**config.mk**
```make
export PLATFORM = sky130hd
export DESIGN_NAME = axi_stream_rr_packet_arbiter
export DESIGN_NICKNAME = d
export VERILOG_FILES = /design/src/rtl/axi_stream_rr_packet_arbiter.sv
export SDC_FILE = /design/constraint.sdc
export NUM_CORES = 1
export LEC_CHECK = 0
export BUFFER_PORTS_ARGS = -buffer_cell sky130_fd_sc_hd__buf_2
export CELL_PAD_IN_SITES_DETAIL_PLACEMENT = 1
export CELL_PAD_IN_SITES_GLOBAL_PLACEMENT = 1
export CORE_MARGIN = 2
export CORE_UTILIZATION = 35
export DETAILED_ROUTE_END_ITERATION = 10
export PLACE_DENSITY_LB_ADDON = 0.1
export SETUP_SLACK_MARGIN = 0.2
export SLEW_MARGIN = 25
export SYNTH_ARGS = -nofsm -noshare
export SYNTH_HDL_FRONTEND = slang
export SYNTH_SLANG_ARGS = --single-unit
```
**constraint.sdc**
```tcl
create_clock -name clk -period 2.55 [get_ports clk]
set_input_delay 0.1275 -clock clk [delete_from_list [all_inputs] [get_ports clk]]
set_output_delay 0.1275 -clock clk [all_outputs]
set_load 0.02 [all_outputs]
```
**src/rtl/axi_stream_rr_packet_arbiter.sv**
```systemverilog
// Packet-granular round-robin arbiter: NB_SRC AXI-Stream sources share one registered output.
// Define AXIS_ARB_PKT_COUNT_EN to add per-source 16-bit packet counters on output pkt_count.
module axi_stream_rr_packet_arbiter #(
  parameter int  WIDTH  = 32,
  parameter int  NB_SRC = 2,
  localparam int ID_W   = $clog2(NB_SRC),
  localparam int STRB_W = (WIDTH + 7) / 8
) (
  input  logic                    clk,
  input  logic                    rst,
  input  logic [NB_SRC-1:0]       s_axis_tvalid,
  input  logic [NB_SRC*WIDTH-1:0] s_axis_tdata,
  input  logic [NB_SRC-1:0]       s_axis_tlast,
  output logic [NB_SRC-1:0]       s_axis_tready,
  output logic                    m_axis_tvalid,
  output logic [WIDTH-1:0]        m_axis_tdata,
  output logic [STRB_W-1:0]       m_axis_tstrb,
  output logic                    m_axis_tlast,
  output logic [ID_W-1:0]         m_axis_tid,
`ifdef AXIS_ARB_PKT_COUNT_EN
  output logic [NB_SRC*16-1:0]    pkt_count,
`endif
  input  logic                    m_axis_tready
);

  typedef enum logic [0:0] {IDLE = 1'b0, GRANT = 1'b1} state_e;

  state_e           state_q;
  logic [ID_W-1:0]  grant_q;
  logic [ID_W-1:0]  ptr_q;
  logic [ID_W-1:0]  m_tid_q;
  logic             m_valid_q;
  logic             m_last_q;
  logic [WIDTH-1:0] m_data_q;

  logic [ID_W-1:0]  winner;
  logic [ID_W-1:0]  cand;
  logic             found;
  logic             grant_rdy;
  logic             beat_acc;
  logic             out_acc;
  logic             sel_last;
  logic [WIDTH-1:0] sel_data;

  // The output register can take a new beat whenever it is empty or being drained.
  assign grant_rdy = !m_valid_q || m_axis_tready;
  assign out_acc   = m_valid_q && m_axis_tready;
  assign sel_data  = s_axis_tdata[int'(grant_q)*WIDTH +: WIDTH];
  assign sel_last  = s_axis_tlast[grant_q];
  assign beat_acc  = (state_q == GRANT) && s_axis_tvalid[grant_q] && grant_rdy;

  assign m_axis_tvalid = m_valid_q;
  assign m_axis_tdata  = m_data_q;
  assign m_axis_tlast  = m_last_q;
  assign m_axis_tid    = m_tid_q;
  assign m_axis_tstrb  = {STRB_W{1'b1}};

  // Round-robin search starting just above the last winner; the pointer itself is checked last.
  always_comb begin
    winner = {ID_W{1'b0}};
    cand   = {ID_W{1'b0}};
    found  = 1'b0;
    for (int k = 1; k <= NB_SRC; k++) begin
      cand = ID_W'((int'(ptr_q) + k) % NB_SRC);
      if (!found && s_axis_tvalid[cand]) begin
        winner = cand;
        found  = 1'b1;
      end else begin
        found  = found;
      end
    end
  end

  // Only the granted source sees ready, and only while a packet is owned.
  always_comb begin
    s_axis_tready = {NB_SRC{1'b0}};
    if (state_q == GRANT) begin
      s_axis_tready[grant_q] = grant_rdy;
    end else begin
      s_axis_tready = {NB_SRC{1'b0}};
    end
  end

  // Arbitration FSM with the registered output stage.
  always_ff @(posedge clk) begin
    if (rst) begin
      state_q   <= IDLE;
      grant_q   <= {ID_W{1'b0}};
      ptr_q     <= ID_W'(NB_SRC - 1);
      m_valid_q <= 1'b0;
      m_last_q  <= 1'b0;
      m_data_q  <= {WIDTH{1'b0}};
      m_tid_q   <= {ID_W{1'b0}};
    end else begin
      case (state_q)
        IDLE: begin
          if (out_acc) begin
            m_valid_q <= 1'b0;
            m_last_q  <= 1'b0;
          end
          if (found) begin
            grant_q <= winner;
            ptr_q   <= winner;
            state_q <= GRANT;
          end
        end
        GRANT: begin
          if (beat_acc) begin
            m_valid_q <= 1'b1;
            m_data_q  <= sel_data;
            m_last_q  <= sel_last;
            m_tid_q   <= grant_q;
            if (sel_last) begin
              state_q <= IDLE;
            end
          end else if (out_acc) begin
            m_valid_q <= 1'b0;
            m_last_q  <= 1'b0;
          end
        end
        default: begin
          state_q <= IDLE;
        end
      endcase
    end
  end

`ifdef AXIS_ARB_PKT_COUNT_EN
  logic [15:0] cnt_q [NB_SRC];

  // A packet counts once its tlast beat leaves on the output port.
  always_ff @(posedge clk) begin
    if (rst) begin
      for (int i = 0; i < NB_SRC; i++) begin
        cnt_q[i] <= 16'd0;
      end
    end else if (out_acc && m_last_q) begin
      cnt_q[m_tid_q] <= cnt_q[m_tid_q] + 16'd1;
    end
  end

  for (genvar g = 0; g < NB_SRC; g++) begin : g_cnt
    assign pkt_count[g*16 +: 16] = cnt_q[g];
  end
`endif

endmodule

```
==> summary.md <==
| Metric | Value |
|---|---|
| Status | `complete, no violations` |
| Synth top area share | `37.9%` |
| Period minus WS final | `1.72 ns` |
| CP Data Arrival Time | `1.94 ns` |
| FF-to-FF setup slack | `0.83 ns` |
| Nature of the critical path startpoint | `flip-flop` |
| Final Cell Area | `2630 um2` |
| Global router's overall resource usage | `17.3%` |
| Clock buffer depth | `2` |
| # setup viols final | `0` |
| Cell Area, Synth | `2010 um2` |
| First-pass GRT wire length | `8.72 mm` |
| Hold path depth | `4` |
| Vias post-DR | `1,831` |
| Final hold slack | `0.154 ns` |
| Syn Inst Count | `188` |
| Reg area | `762 um2` |
| Vias in the first global route | `1,898` |
| Antenna violations before repair | `0` |
| Final hold vios | `0` |
| P&R area growth vs syn | `30.8%` |
| CTS resizes | `0` |
| ANT cells | `0` |
| Root Driver | `clkbuf_8` |
| Fillers | `678` |
| Site Rows | `27` |
| Critical path class | `reg2reg` |
| HP Class | `in2reg` |
| Post-synthesis register bit count | `38` |
| Fin crit share | `67.5%` |
| Buffers on Ports | `107` |
| Yosys top cell by area | `dfxtp_1` |
| Total congestion overflow | `0` |
| Worst Skew | `0.00282 ns` |
| Mean area per synthesized cell | `10.7 um2` |
| Largest net degree at the start of global routing | `42` |
| Hpwl dp | `3.74 mm` |
| Post-Route WL | `5.49 mm` |
| IO Count | `112` |
| Multi-input logic area | `1100 um2` |
| CTS H-tree depth | `2` |
| Synth warnings | `0` |
| Die W | `79.8 um` |
| Clk_lat worst skew | `0.29 ns` |
| Core area | `5540 um2` |
| Via density per instance | `5.17` |
| Die height | `79.8 um` |
| DRT antenna net count | `0` |
| Clock sink count | `38` |
| Crit. End Element | `flip-flop` |
| Setup bufs post-CTS | `0` |
| Pwr Density | `593 nW/um2` |
| R2R depth | `3` |
| Worst slew margin | `60.4%` |
| Setup tns final | `0 ns` |
| Peak supply drop | `241 uV` |
| RD Place Congestion | `0.704` |
| Clock-pin transition on the worst setup and hold timing paths | `0.07 ns` |
| Hold Startpoint | `m_axis_tready` |
| TritonCTS Buffers | `5` |
| Initial detailed-routing violation count | `61` |
| FF-to-FF Start | `grant_q` |
| Max-slew violation count | `0` |
| Initial Util | `36.3%` |
| Max cap viols | `0` |
| Worst EP required | `2.76 ns` |
| Worst Hold Path EP | `m_axis_tlast` |
| Die footprint | `6360 um2` |
| Area contributors post-synth | `dfxtp_1 38%, a211oi_2 19%, mux2i_1 17%, a31oi_1 10%, clkbuf_1 2.4%` |
| RSZ-0062 raised after global routing | `no` |
| 1st-pass router iterations | `4` |
| CP Max Fanout | `35` |
| Netlist cell types | `26` |
| Area after DPL | `2520 um2` |
| Layout cell share with drive strength beyond 1 | `54.3%` |
| Cts hold-fix bufs | `0` |
| Commonest non-fill, non-tap cells in the layout | `107 x buf_2, 37 x dfxtp_1, 34 x mux2i_1` |
| CTS tree | `yes` |
| DR WL/cell | `15.5 um` |
| Fmax | `0.581 GHz` |
| Worst slew pin tran | `0.594 ns` |
| DRC errors left | `0` |
| Nets | `352` |
| Lkg Pwr | `1.11 nW` |
| Reg2reg end | `m_axis_tid` |
| Most common cell after layout, fill and taps aside | `buf_2` |
| Sequential fraction of the synthesis area | `37.9%` |
## metrics by stage
stage          utilization, %  total power, mW  std cells  setup slack [ns]
5_1_grt                  47.4             1.64        354             0.693
3_3_place_gp             45.4             1.09        346             0.810
6_report                 47.4             1.56        354             0.829
3_5_place_dp             45.4             1.10        346             0.803
2_1_floorplan               -            0.972        191              1.17
4_1_cts                  47.4             1.58        354             0.791
## final cells by class
type | instances | area share, %
clock buffer | 8 | 4.19
inverter | 1 | 0.143
multi-input combinational | 124 | 41.7
sequential | 38 | 29.0
tap | 72 | 3.43
timing repair buffer | 111 | 21.5
## cell usage after synthesis, drive strengths merged
master and number:
dfxtp 38, mux2i 34, a211oi 32, a31oi 32, buf 15, clkbuf 13
nand2 4, nand2b 4, and3 2, mux2 2, nand3b 2, nor2 2
a211o 1, a21oi 1, a311oi 1, a32oi 1, conb 1, inv 1
nor3 1, nor3b 1
## layer usage
layer,track usage [%],vias to the layer above,wire (um)
met5,0,-,0
met4,4.07,0,46
met3,5.09,6,397
met2,31.0,63,2750
met1,20.1,861,2290
li1,-,901,-
## kinds of logic (layout without fill, tap and decap cells)
| kind of cell | Yosys count | in the layout | synth area share, % |
|---|---|---|---|
| multiplexers | 36 | 36 | 18.2 |
| flip-flops | 38 | 38 | 37.9 |
| other | 1 | 4 | 0.187 |
| buffers and inverters | 29 | 120 | 8.16 |
| AO/OA/AOI/OAI | 68 | 68 | 30.9 |
| AND/OR/NAND/NOR | 16 | 16 | 4.61 |
## worst max-delay path: stages (launching register included)
cell and delay, ns:
dfxtp_2 0.33, mux2_4 0.45, and3_4 0.63, mux2i_1 0.24
## state kept, by name (all words and copies together), names as in the netlist
name           count
m_axis_tvalid      1
m_axis_tlast       1
ptr_q              1
state_q            1
m_axis_tid         1
grant_q            1
m_axis_tdata      32
## how the worst max path moves through the flow
| stage | startpoint | to | slack [ns] | depth (start not counted) |
|---|---|---|---|---|
| after global placement | grant_q | state_q | 0.81 | 3 |
| after CTS | grant_q | state_q | 0.79 | 3 |
| after global routing | grant_q | m_axis_tdata[17] | 0.69 | 3 |
| final | grant_q | m_axis_tid | 0.83 | 3 |
| after floorplan | m_axis_tvalid | s_axis_tready[0] | 1.17 | 5 |
| after detailed placement | grant_q | state_q | 0.80 | 3 |
## power breakdown
| part | internal (mW) | total, mW | leakage (nW) | switching (mW) |
|---|---|---|---|---|
| sequential | 0.642 | 0.667 | 0.313 | 0.0244 |
| combinational | 0.167 | 0.412 | 0.737 | 0.245 |
| clock | 0.273 | 0.479 | 0.0575 | 0.206 |
Power figures use the tool's default switching activity.
